**src/rtl/rpn_pkg.sv**
```systemverilog
// Shared opcodes, FSM state encoding, default sizes and the fas16 adder/subtractor.
package rpn_pkg;

    localparam int WIDTH_DEF = 16;
    localparam int DEPTH_DEF = 8;
    localparam int CNT_W_DEF = 4;

    localparam logic [2:0] OP_PUSH = 3'b000;
    localparam logic [2:0] OP_ADD  = 3'b001;
    localparam logic [2:0] OP_SUB  = 3'b010;
    localparam logic [2:0] OP_AND  = 3'b011;
    localparam logic [2:0] OP_OR   = 3'b100;
    localparam logic [2:0] OP_XOR  = 3'b101;
    localparam logic [2:0] OP_DUP  = 3'b110;
    localparam logic [2:0] OP_EMIT = 3'b111;

    typedef enum logic [2:0] {
        S_IDLE = 3'd0,
        S_PUSH = 3'd1,
        S_POPA = 3'd2,
        S_OPB  = 3'd3,
        S_DUP  = 3'd4,
        S_EMIT = 3'd5
    } state_t;

    // Ripple full adder/subtractor: x + y, or x - y when sub=1 (two's complement, carry dropped).
    function automatic logic [15:0] fas16(input logic [15:0] x, input logic [15:0] y,
                                          input logic sub);
        logic [15:0] yy;
        logic [15:0] s;
        logic        c;
        yy = y ^ {16{sub}};
        c  = sub;
        for (int i = 0; i < 16; i++) begin
            s[i] = x[i] ^ yy[i] ^ c;
            c    = (x[i] & yy[i]) | (c & (x[i] ^ yy[i]));
        end
        return s;
    endfunction

endpackage

```
**src/rtl/rpn_alu.sv**
```systemverilog
// Combinational binary operator: y = b op a, b being the deeper stack operand.
module rpn_alu
    import rpn_pkg::*;
#(
    parameter int WIDTH = WIDTH_DEF
) (
    input  logic [WIDTH-1:0] a_i,
    input  logic [WIDTH-1:0] b_i,
    input  logic [2:0]       op_i,
    output logic [WIDTH-1:0] y_o
);

    logic [WIDTH-1:0] add_y;
    logic [WIDTH-1:0] sub_y;

    if (WIDTH == 16) begin : g_fas
        assign add_y = fas16(b_i, a_i, 1'b0);
        assign sub_y = fas16(b_i, a_i, 1'b1);
    end else begin : g_gen
        assign add_y = b_i + a_i;
        assign sub_y = b_i - a_i;
    end

    // Operator select; non-arithmetic opcodes never reach the ALU and yield zero.
    always_comb begin
        y_o = '0;
        case (op_i)
            OP_ADD:  y_o = add_y;
            OP_SUB:  y_o = sub_y;
            OP_AND:  y_o = b_i & a_i;
            OP_OR:   y_o = b_i | a_i;
            OP_XOR:  y_o = b_i ^ a_i;
            default: y_o = '0;
        endcase
    end

endmodule

```
**src/rtl/rpn_sequencer.sv**
```systemverilog
// RPN token sequencer driving an external push/pop stack, with depth tracking and sticky error.
//
//   state  | meaning
//   IDLE   | ready for a token; checks depth before starting an operation
//   PUSH   | write registered operand onto the stack
//   POPA   | capture top (A) and pop it
//   OPB    | replace new top (B) with B op A
//   DUP    | push a copy of the top
//   EMIT   | offer top on result port, pop on handshake
module rpn_sequencer
    import rpn_pkg::*;
#(
    parameter int WIDTH = WIDTH_DEF,
    parameter int DEPTH = DEPTH_DEF,
    parameter int CNT_W = CNT_W_DEF
) (
    input  logic             clk,
    input  logic             reset,
    input  logic             tok_valid,
    output logic             tok_ready,
    input  logic [2:0]       tok_op,
    input  logic [WIDTH-1:0] tok_data,
    output logic             res_valid,
    input  logic             res_ready,
    output logic [WIDTH-1:0] res_data,
    output logic             stk_push,
    output logic             stk_pop,
    output logic [WIDTH-1:0] stk_wdata,
    input  logic [WIDTH-1:0] stk_top,
    output logic [CNT_W-1:0] depth,
    output logic             err,
    input  logic             err_clr
);

    state_t           state_q;
    logic [CNT_W-1:0] depth_q;
    logic             err_q;
    logic             rdy_q;
    logic [WIDTH-1:0] opnd_q;
    logic [WIDTH-1:0] a_q;
    logic [2:0]       op_q;

    logic             accept;
    logic             tok_bad;
    logic             full;
    logic             empty;
    logic [WIDTH-1:0] alu_y;

    assign full   = (depth_q == CNT_W'(DEPTH));
    assign empty  = (depth_q == '0);
    // rdy_q keeps tok_ready low while reset is held and rises on the first edge after release.
    assign tok_ready = rdy_q && (state_q == S_IDLE);
    assign accept    = tok_valid && tok_ready;

    // Depth check for the offered token; a failing token is consumed and flagged.
    always_comb begin
        tok_bad = 1'b0;
        case (tok_op)
            OP_PUSH: tok_bad = full;
            OP_DUP:  tok_bad = empty || full;
            OP_EMIT: tok_bad = empty;
            default: tok_bad = (depth_q < CNT_W'(2));
        endcase
    end

    rpn_alu #(.WIDTH(WIDTH)) u_alu (
        .a_i  (a_q),
        .b_i  (stk_top),
        .op_i (op_q),
        .y_o  (alu_y)
    );

    // Sequencer FSM with depth counter and sticky error; err_clr wins over a same-cycle token.
    always_ff @(posedge clk or negedge reset) begin
        if (!reset) begin
            state_q <= S_IDLE;
            depth_q <= '0;
            err_q   <= 1'b0;
            rdy_q   <= 1'b0;
            opnd_q  <= '0;
            a_q     <= '0;
            op_q    <= OP_PUSH;
        end else begin
            rdy_q <= 1'b1;
            if (err_clr) begin
                err_q <= 1'b0;
            end
            case (state_q)
                S_IDLE: begin
                    if (accept && !err_clr && !err_q) begin
                        if (tok_bad) begin
                            err_q <= 1'b1;
                        end else begin
                            case (tok_op)
                                OP_PUSH: begin
                                    opnd_q  <= tok_data;
                                    state_q <= S_PUSH;
                                end
                                OP_DUP:  state_q <= S_DUP;
                                OP_EMIT: state_q <= S_EMIT;
                                default: begin
                                    op_q    <= tok_op;
                                    state_q <= S_POPA;
                                end
                            endcase
                        end
                    end
                end
                S_PUSH, S_DUP: begin
                    depth_q <= depth_q + CNT_W'(1);
                    state_q <= S_IDLE;
                end
                S_POPA: begin
                    a_q     <= stk_top;
                    depth_q <= depth_q - CNT_W'(1);
                    state_q <= S_OPB;
                end
                S_OPB: state_q <= S_IDLE;
                S_EMIT: begin
                    if (res_ready) begin
                        depth_q <= depth_q - CNT_W'(1);
                        state_q <= S_IDLE;
                    end
                end
                default: state_q <= S_IDLE;
            endcase
        end
    end

    assign stk_push  = (state_q == S_PUSH) || (state_q == S_OPB) || (state_q == S_DUP);
    assign stk_pop   = (state_q == S_POPA) || (state_q == S_OPB) ||
                       ((state_q == S_EMIT) && res_ready);
    assign res_valid = (state_q == S_EMIT);
    assign res_data  = res_valid ? stk_top : '0;
    assign depth     = depth_q;
    assign err       = err_q;

    // Write data follows the state: operand, ALU result or a copy of the top.
    always_comb begin
        stk_wdata = '0;
        case (state_q)
            S_PUSH:  stk_wdata = opnd_q;
            S_OPB:   stk_wdata = alu_y;
            S_DUP:   stk_wdata = stk_top;
            default: stk_wdata = '0;
        endcase
    end

endmodule

```
**config.mk**
```make
export PLATFORM = sky130hd
export DESIGN_NAME = rpn_sequencer
export DESIGN_NICKNAME = d
export VERILOG_FILES = /design/src/rtl/rpn_pkg.sv /design/src/rtl/rpn_alu.sv /design/src/rtl/rpn_sequencer.sv
export SDC_FILE = /design/constraint.sdc
export NUM_CORES = 1
export LEC_CHECK = 0
export ABC_AREA = 1
export BUFFER_PORTS_ARGS = -buffer_cell sky130_fd_sc_hd__buf_2
export CORE_MARGIN = 2
export CORE_UTILIZATION = 51
export CTS_CLUSTER_SIZE = 14
export DETAILED_ROUTE_END_ITERATION = 10
export PLACE_DENSITY = 0.78
export SYNTH_ARGS = -nofsm -noshare
export SYNTH_HDL_FRONTEND = slang
export SYNTH_SLANG_ARGS = --single-unit
```
**constraint.sdc**
```tcl
create_clock -name clk -period 5.8 [get_ports clk]
set_input_delay 0.29 -clock clk [delete_from_list [all_inputs] [get_ports clk]]
set_output_delay 0.29 -clock clk [all_outputs]
set_load 0.02 [all_outputs]
```
==> impl_results.md, run 1 <==
- Unique cell type count in the Yosys netlist: 29
- Critical path arrival: 6.45 ns
- Top Metal Used: met4
- Post-synthesis register bit count: 44
- WL final: 10.6 mm
- Largest net degree at the start of global routing: 45
- Initial Util: 52.6%
- Count of TritonRoute iterations in the first routing pass: 5
- Sw Ratio: 49.3%
- Clock Skews: 0.00999 ns
- Bufs on Longest Clock Path: 2
- Status: complete, but fails checks
- Vias in the first global route: 3,836
- DRT iter0 DRCs: 305
- DRC errors left: 0
- Clk network pwr share: 10.0%
- Global-route usage over all layers: 26.2%
- WP data required: 5.51 ns
- First-pass GRT wire length: 17.9 mm
- Tightest Hold Check Type: in2async
- Pre-CTS setup slack: -0.751 ns
- I/O Pins: 81
- Least-Margin Pin Slew: 1.21 ns
- Wire length on met2: 4.96 mm
- Met3 Wirelength: 611 um
- Synthesis-to-layout area growth: 18.9%
- Top cell by count, worst path: fa_2
- Internal: 0.000994 W
- CTS tree: done
- Max cap viols: 0
- Peak supply drop: 0.197 mV
- Post-synth EDFFs: 0
- Mapped cell area: 4050 um^2
- Length in cells of the worst reg-to-reg path: 10
- Clock sink count: 44
- Clock root buffer: clkbuf_8
- Slack of the critical path: -0.942 ns
- Layout cells sized above 1: 23.9%
- Comb pwr share: 61.7%
- Die ar.: 8660 um^2
- Post-Synthesis Cells: 547
- Power Dens Cells: 407 nW/um^2
- Clock latency on the worst-skew pair: 0.31 ns
- Antenna Nets Post-Route: 0
- Primary FF master, synth: dfrtp_1
- Placement row count: 32
- NumNets Final: 737
- FF-to-FF setup slack: 3.09 ns
- Period utilization: 116%
- Slowest-stage cell, CP: fa_2
- Max FO, Critical Path: 2
- Ys async rst share: 100%
- Placed Cells: 726
- Vias per cell: 5.26
- R2R Path Start: state_q[1]$_DFFE_PN0P_
- Startpoint Class: flip-flop
- Gpl congestion: 0.923
- Die width: 93.1 um
- Dpl hpwl: 7.82 mm
- H-Tree Depth: 2
- Final TNS setup: -2.56 ns
- Die span in y: 93.1 um
- WL/cell: 14.4 um
- Initial antenna violation count: 0
- Sequential power share: 28.3%
- Critical path, cell by cell: buf_6 > ha_4 > inv_2 > fa_2 > fa_2 > fa_2 > fa_2 > fa_2 > fa_2 > fa_2 > fa_2 > fa_2 > fa_2 > fa_2 > inv_2 > fa_2 > inv_2 > fa_2 > fa_2 > o21a_1 > nand3_1 > nand2_1 > nand2_2 > buf_6
- Post-synthesis sequential area ratio: 27.2%
- Final Critical Period: 6.74 ns
- Final Hold Violating Endpoints: 0
- Switching Power: 0.000966 W
- Mapped Avg Cell Area: 7.40 um^2
- Non-filler cells, final: 735
- Highest clock rate: 148 MHz
- Power consumption: 0.00196 W
- N_diodes: 0
- Worst rel slew slack: 19.1%
- RSZ-0062 raised after global routing: true
- Leak: 2.64 nW
- Worst reg2reg endpoint: depth[3]$_DFFE_PN0P_
- Synth Net Count: 651
- Met1 WL: 4.85 mm
- WS Path Type: reg2out
- Global route overflow: 0
- Final setup fails: 5
- Max Slew Vio Count: 0
- Port bufs: 80
- Crit path launch: a_q[0]$_DFFE_PN0N_
- Total core area: 7690 um^2
- Violated checks: setup timing
- Yosys warnings: 0
- CTS clock-pin slew for the worst setup and hold paths: 0.09 ns
- Kind of end point of the critical path: primary output
- CTS Buf Count: 5
- Worst stage delay on the critical path: 0.53 ns
- Vias: 3,869
[worst max-delay path: cells and delay by family (launching register included)]
kind	cells	cell delay (ns)
fa+ha+maj	15	5.09
flops	1	0.37
buf+inv	5	0.38
compound gates	1	0.11
simple gates	3	0.20
[flip-flops by register name, summed over array words and instances (netlist names)]
name	cells
a_q	16
err	1
depth	4
opnd_q	16
state_q	3
op_q	3
rdy_q	1
[area by class of cell]
cell class | instances | area [um^2]
Timing Repair Buffer | 96 | 549
Sequential cell | 44 | 1100
Inverter | 69 | 259
Multi-Input combinational cell | 417 | 2690
Fill cell | 726 | 2880
Clock inverter | 2 | 12.5
Tap cell | 102 | 128
Clock buffer | 5 | 68.8
[Yosys cell counts, drive strengths merged, types with 2 or more instances]
master | count | area share (%)
nand4 | 6 | 0.93
nor2 | 44 | 4.9
nor3 | 13 | 1.6
fa | 29 | 14
inv | 68 | 6.3
or2 | 4 | 0.62
o21a | 2 | 0.37
xnor2 | 2 | 0.43
nand3 | 36 | 4.5
o21ai | 63 | 7.8
dfrtp | 44 | 27
clkbuf | 6 | 0.56
ha | 35 | 11
nand2 | 173 | 16
a21oi | 5 | 0.62
buf | 11 | 1.7
[how the worst max path moves through the flow]
stage	end	cells past startpoint
finish	stk_wdata[14]	24
floorplan	stk_wdata[14]	25
detailed placement	stk_wdata[14]	25
global route	stk_wdata[14]	24
global placement	stk_wdata[14]	27
CTS	stk_wdata[14]	24
[routing by layer]
| metal | track usage, % | up-vias |
|---|---|---|
| met5 | 0 | - |
| met4 | 9.56 | 0 |
| met3 | 4.27 | 20 |
| met2 | 42.3 | 135 |
| met1 | 35.7 | 1821 |
| li1 | - | 1893 |
[stage by stage]
step                utilization [%]  hold WS (ns)  cell area (um^2)
detailed placement             60.4         0.461              4650
floorplan                         -      -0.00559              4110
CTS                            62.3         0.166              4790
finish                         62.6         0.137              4810
global placement               60.4         0.457              4650
global route                   62.6         0.178              4810
[cell families after synthesis]
group           after synthesis  share of synthesized area [%]
simple gates                276                           28.9
buf+inv                      86                           8.69
compound gates               73                           9.31
fa+ha+maj                    64                           25.2
flops                        44                           27.2
xor+xnor                      3                          0.649
other cells                   1                         0.0927
[cells in the final DEF, fill, tap and decap left out, drive strengths merged]
cell	Yosys	final
fa	29	29
o22ai	1	1
or2	4	4
nand3	36	36
buf	11	96
clkinv	1	2
xnor2	2	2
nor3	13	13
o21a	2	2
dfrtp	44	44
o21ai	63	63
conb	1	1
ha	35	35
nand2	173	173
a31oi	1	1
a21oi	5	5
inv	68	68
clkbuf	6	5
clkinvlp	0	1
xor2	1	1
o2bb2ai	1	1
nand4	6	6
nor2	44	44
[what timing repair did]
| item | in CTS | in global routing |
|---|---|---|
| pin swaps | 6 | 6 |
| hold buffers | 0 | 0 |
| setup endpoints to repair | 5 | 5 |
| gates cloned | 0 | 0 |
| setup buffers | 0 | 2 |
| gates resized for setup | 20 | 3 |
[power by group through the flow]
stage / sequential [W] / clock [W] / combinational [W]
after CTS: 0.000553 / 0.000201 / 0.00120
after global routing: 0.000571 / 0.000213 / 0.00139
after floorplan: 0.000552 / 0 / 0.000816
after global placement: 0.000549 / 0 / 0.00108
after detailed placement: 0.000557 / 0 / 0.00115
final: 0.000555 / 0.000196 / 0.00121
(Power assumes the default switching activity.)
==> run 2, diff against run 1 <==
--- a/config.mk
+++ b/config.mk
@@ -8,10 +8,10 @@
 export ABC_AREA = 1
 export BUFFER_PORTS_ARGS = -buffer_cell sky130_fd_sc_hd__buf_2
 export CORE_MARGIN = 2
-export CORE_UTILIZATION = 51
+export CORE_UTILIZATION = 56
 export CTS_CLUSTER_SIZE = 14
 export DETAILED_ROUTE_END_ITERATION = 10
-export PLACE_DENSITY = 0.78
+export PLACE_DENSITY = 0.81
 export SYNTH_ARGS = -nofsm -noshare
 export SYNTH_HDL_FRONTEND = slang
 export SYNTH_SLANG_ARGS = --single-unit
==> constraint.sdc (replaced) <==
create_clock -name clk -period 7.4 [get_ports clk]
set_input_delay 0.37 -clock clk [delete_from_list [all_inputs] [get_ports clk]]
set_output_delay 0.37 -clock clk [all_outputs]
set_load 0.02 [all_outputs]
==> impl_results.md, run 2 (synthesis results as in run 1) <==
- Hold_buf cts: 0
- Worst reg2reg endpoint: depth[3]$_DFFE_PN0P_
- WL/cell: 14.3 um
- Vias per cell: 5.36
- Most frequent cells in the layout: nand2_1 (169), buf_2 (80), inv_1 (66)
- Die ar.: 7920 um^2
- Bufs on Longest Clock Path: 2
- Clock Skews: 0.0117 ns
- Kind of end point of the critical path: primary output
- Port bufs: 80
- CTS tree: done
- NumNets Final: 722
- Status: completed
- CP Buf/Inv Count: 5
- Worst stage delay on the critical path: 0.41 ns
- Period utilization: 97.7%
- Global-route usage over all layers: 27.5%
- H-Tree Depth: 2
- Vias in the first global route: 3,637
- Initial Util: 58.6%
- WL final: 10.3 mm
- Top cell by count, worst path: fa_1
- Initial antenna violation count: 0
- Max Slew Vio Count: 0
- Final setup fails: 0
- Clock root buffer: clkbuf_8
- I/O Pins: 81
- Clock latency on the worst-skew pair: 0.31 ns
- Largest net degree at the start of global routing: 45
- Synthesis-to-layout area growth: 13.4%
- FF-to-FF setup slack: 4.51 ns
- Clock sink count: 44
- Final Hold Violating Endpoints: 0
- Max FO, Critical Path: 4
- Leak: 2.57 nW
- Die width: 89.0 um
- CTS clock-pin slew for the worst setup and hold paths: 0.10 ns
- Tightest Hold Check Type: in2async
- Count of TritonRoute iterations in the first routing pass: 5
- Gpl congestion: 0.868
- Least-Margin Pin Slew: 1.26 ns
- First-pass GRT wire length: 16.9 mm
- WS Path Type: reg2out
- WP data required: 7.03 ns
- DRT iter0 DRCs: 236
- R2R Path Start: state_q[1]$_DFFE_PN0P_
- Dpl hpwl: 7.71 mm
- Max cap viols: 0
- Critical path arrival: 6.86 ns
- Antenna Nets Post-Route: 0
- Power consumption: 0.00146 W
- DRC errors left: 0
- Slowest-stage cell, CP: fa_1
- Highest clock rate: 138 MHz
- Global route overflow: 0
- Worst rel slew slack: 15.7%
- Delay-heaviest family, CP: adder cells
- Final Critical Period: 7.23 ns
- Length in cells of the worst reg-to-reg path: 9
- Final TNS setup: 0 ns
- Vias: 3,830
- Layout cells sized above 1: 17.4%
- Startpoint Class: flip-flop
- RSZ-0062 raised after global routing: false
- Peak supply drop: 0.160 mV
- N_diodes: 0
- Total core area: 6910 um^2
- Placement row count: 30
- Commonest non-fill, non-tap cell in the layout: nand2_1
- Power Dens Cells: 318 nW/um^2
- Die span in y: 89.0 um
- CTS Buf Count: 5
[run 2: cell count changes in the layout (fill, tap and decap cells not counted), sizes merged]
cell,previous run,this run
buf,96,81
clkbuf,5,6
[run 2: layout make-up]
type                            instances  area (um^2)
Clock buffer                            6         72.6
Clock inverter                          2         16.3
Fill cell                             643         2320
Inverter                               69          259
Multi-Input combinational cell        417         2610
Sequential cell                        44         1100
Tap cell                               96          120
Timing Repair Buffer                   81          408
[run 2: worst max path at each step]
stage	from	cells after the start	slack, ns	endpoint
floorplan	stk_top[0]	25	0.75	stk_wdata[14]
global route	a_q[0]$_DFFE_PN0N_	23	0.02	stk_wdata[14]
CTS	a_q[0]$_DFFE_PN0N_	25	0.05	stk_wdata[14]
detailed placement	stk_top[0]	27	0.19	stk_wdata[14]
finish	a_q[0]$_DFFE_PN0N_	25	0.17	stk_wdata[14]
global placement	stk_top[0]	27	0.33	stk_wdata[14]
[run 2: metal layers]
layer  track usage [%]  routed length [um]  part of all wire, %
met1              38.8                4740                   46
met2              44.9                4770                   47
met3              4.16                 649                  6.3
met4              6.92                  95                 0.93
met5                 0                   0                    0
[run 2: what timing repair did]
action,4_1_cts,5_1_grt
endpoints found under the hold margin,0,0
endpoints found under the setup margin,0,2
setup buffers,0,0
resized for setup,0,7
[run 2: stage by stage]
stage          util, %  instance area (um^2)  hold WS (ns)  std cells  worst slack (ns)
3_5_place_dp      64.9                  4480         0.459        707             0.186
3_3_place_gp      64.9                  4480         0.457        707             0.334
4_1_cts           66.2                  4570         0.246        715            0.0528
2_1_floorplan        -                  4050        0.0744        547             0.753
5_1_grt           66.4                  4590         0.254        715            0.0236
6_report          66.4                  4590         0.205        715             0.169
[run 2: where the power goes]
group	total, W	switching [W]	internal [W]
sequential	0.000439	0.0000947	0.000344
combinational	0.000860	0.000546	0.000314
clock	0.000160	0.0000928	0.0000674
==> run 3, diff against run 2 <==
--- a/config.mk
+++ b/config.mk
@@ -6,12 +6,12 @@
 export NUM_CORES = 1
 export LEC_CHECK = 0
 export ABC_AREA = 1
-export BUFFER_PORTS_ARGS = -buffer_cell sky130_fd_sc_hd__buf_2
 export CORE_MARGIN = 2
-export CORE_UTILIZATION = 56
+export CORE_UTILIZATION = 61
 export CTS_CLUSTER_SIZE = 14
 export DETAILED_ROUTE_END_ITERATION = 10
-export PLACE_DENSITY = 0.81
+export DONT_BUFFER_PORTS = 1
+export PLACE_DENSITY = 0.77
 export SYNTH_ARGS = -nofsm -noshare
 export SYNTH_HDL_FRONTEND = slang
 export SYNTH_SLANG_ARGS = --single-unit
==> impl_results.md, run 3 (synthesis results as in run 1) <==
- CTS clock-pin slew for the worst setup and hold paths: 0.09 ns
- Min-delay src: err_clr
- WP data required: 7.03 ns
- Initial antenna violation count: 0
- Vias per cell: 5.65
- Tightest Hold Check Type: in2reg
- Commonest non-fill, non-tap cell in the layout: nand2_1
- Kind of end point of the critical path: primary output
- WL final: 9.90 mm
- Clock root buffer: clkbuf_8
- Critical path, cell by cell: ha_1 > inv_1 > fa_1 > fa_1 > fa_2 > fa_1 > fa_1 > fa_1 > fa_1 > fa_1 > fa_1 > fa_1 > fa_1 > inv_1 > fa_1 > inv_1 > fa_1 > fa_1 > o21a_1 > nand3_1 > nand2_1 > nand2_2
- DRT iter0 DRCs: 195
- CTS Buf Count: 5
- Peak supply drop: 0.244 mV
- FF-to-FF setup slack: 4.71 ns
- RSZ-0062 raised after global routing: false
- Post-route cell area: 4220 um^2
- WS Path Type: reg2out
- Layout cells sized above 1: 5.52%
- Clock Skews: 0.0105 ns
- Clock latency on the worst-skew pair: 0.31 ns
- N_diodes: 0
- Largest net degree at the start of global routing: 45
- Gpl congestion: 0.924
- Top cell by count, worst path: fa_1
- Placement row count: 29
- First-pass GRT wire length: 16.7 mm
- Hold Path End: err$_DFF_PN0_
- R2R Path Start: state_q[1]$_DFFE_PN0P_
- Highest clock rate: 139 MHz
- WL/cell: 16.0 um
- Critical path arrival: 6.82 ns
- NumNets Final: 646
- Worst stage delay on the critical path: 0.44 ns
- Die span in y: 85.4 um
- Vias: 3,504
- Count of TritonRoute iterations in the first routing pass: 7
- Max Slew Vio Count: 0
- Worst rel slew slack: 24.5%
- Least-Margin Pin Slew: 1.13 ns
- Power Dens Cells: 335 nW/um^2
- Status: completed
- Slowest-stage cell, CP: fa_1
- Global-route usage over all layers: 29.2%
- DRC errors left: 0
- Die ar.: 7300 um^2
- Period utilization: 97.1%
- # fillers: 587
- Initial Util: 63.4%
- Final Hold Violating Endpoints: 0
- CTS tree: done
- CP Depth: 22
- Dpl hpwl: 7.24 mm
- Most frequent cells in the layout: nand2_1 (167), inv_1 (66), o21ai_0 (63)
- I/O Pins: 81
- Total core area: 6390 um^2
- CP Buf/Inv Count: 3
- Leak: 2.22 nW
- Global route overflow: 0
- Worst reg2reg endpoint: depth[3]$_DFFE_PN0P_
- Startpoint Class: flip-flop
- Delay-heaviest family, CP: adder cells
- Max FO, Critical Path: 3
- Antenna Nets Post-Route: 0
- Min-Delay Path Depth: 1
- Synthesis-to-layout area growth: 4.30%
- Final Critical Period: 7.19 ns
- Max cap viols: 0
- Bufs on Longest Clock Path: 2
- Final TNS setup: 0 ns
- Length in cells of the worst reg-to-reg path: 10
- Vias in the first global route: 3,384
- Power consumption: 0.00142 W
- Placement Cell Area: 4070 um^2
- Clock sink count: 44
- H-Tree Depth: 2
- Final setup fails: 0
- Die width: 85.4 um
- Port bufs: 0
run 3: cell count changes in the layout (fill, tap and decap cells not counted), sizes merged:
cell / before / now
dlygate4sd3: 0 / 1
clkinvlp: 1 / 2
buf: 81 / 4
clkinv: 2 / 1
run 3: worst max path at each step:
stage | endpoint | slack, ns | startpoint
2_1_floorplan | stk_wdata[14] | 0.75 | stk_top[0]
3_3_place_gp | stk_wdata[14] | 0.52 | stk_top[0]
3_5_place_dp | stk_wdata[14] | 0.42 | stk_top[0]
4_1_cts | stk_wdata[14] | 0.13 | a_q[0]$_DFFE_PN0N_
5_1_grt | stk_wdata[14] | 0.02 | a_q[0]$_DFFE_PN0N_
6_report | stk_wdata[14] | 0.21 | a_q[0]$_DFFE_PN0N_
run 3: report_power, final:
group          internal [W]  switching [W]
clock network     0.0000757      0.0000910
registers          0.000343       0.000108
logic              0.000285       0.000512
run 3: timing repair:
| action | 4_1_cts | 5_1_grt |
|---|---|---|
| hold buffers | 2 | 0 |
| resized for setup | 0 | 5 |
| setup endpoints to repair | 0 | 2 |
| hold endpoints to repair | 44 | 0 |
| setup buffers | 0 | 1 |
run 3: stage by stage:
step | worst slack [ns] | instances | hold WS, ns | utilization (%)
final | 0.214 | 620 | 0.144 | 66.1
after global routing | 0.0232 | 620 | 0.140 | 66.1
after CTS | 0.130 | 619 | 0.139 | 65.8
after detailed placement | 0.424 | 609 | 0.0760 | 63.7
after global placement | 0.520 | 609 | 0.0759 | 63.7
after floorplan | 0.753 | 547 | 0.0744 | -
run 3: worst register-to-register path, delay by kind of cell (launching register included):
family,cells,cell delay [ns]
AO/OA/AOI/OAI,1,0.21
adder cells (fa/ha/maj),1,0.33
buffers and inverters,1,0.14
AND/OR/NAND/NOR,7,1.49
flip-flops,1,0.43
run 3: cell type report:
class	instances	area [um^2]	share of cell area, %
tap	77	96.3	2.28
inverter	69	259	6.14
sequential	44	1100	26.1
clock buffer	6	82.6	1.96
clock inverter	2	15.0	0.356
timing repair buffer	5	60.1	1.42
multi-input combinational	417	2610	61.8
run 3: routing by layer:
metal | wire, um | up-vias | global-route usage, %
li1 | - | 1713 | -
met1 | 4290 | 1641 | 40.3
met2 | 4590 | 138 | 46.7
met3 | 881 | 12 | 7.10
met4 | 128 | 0 | 7.07
met5 | 0 | - | 0
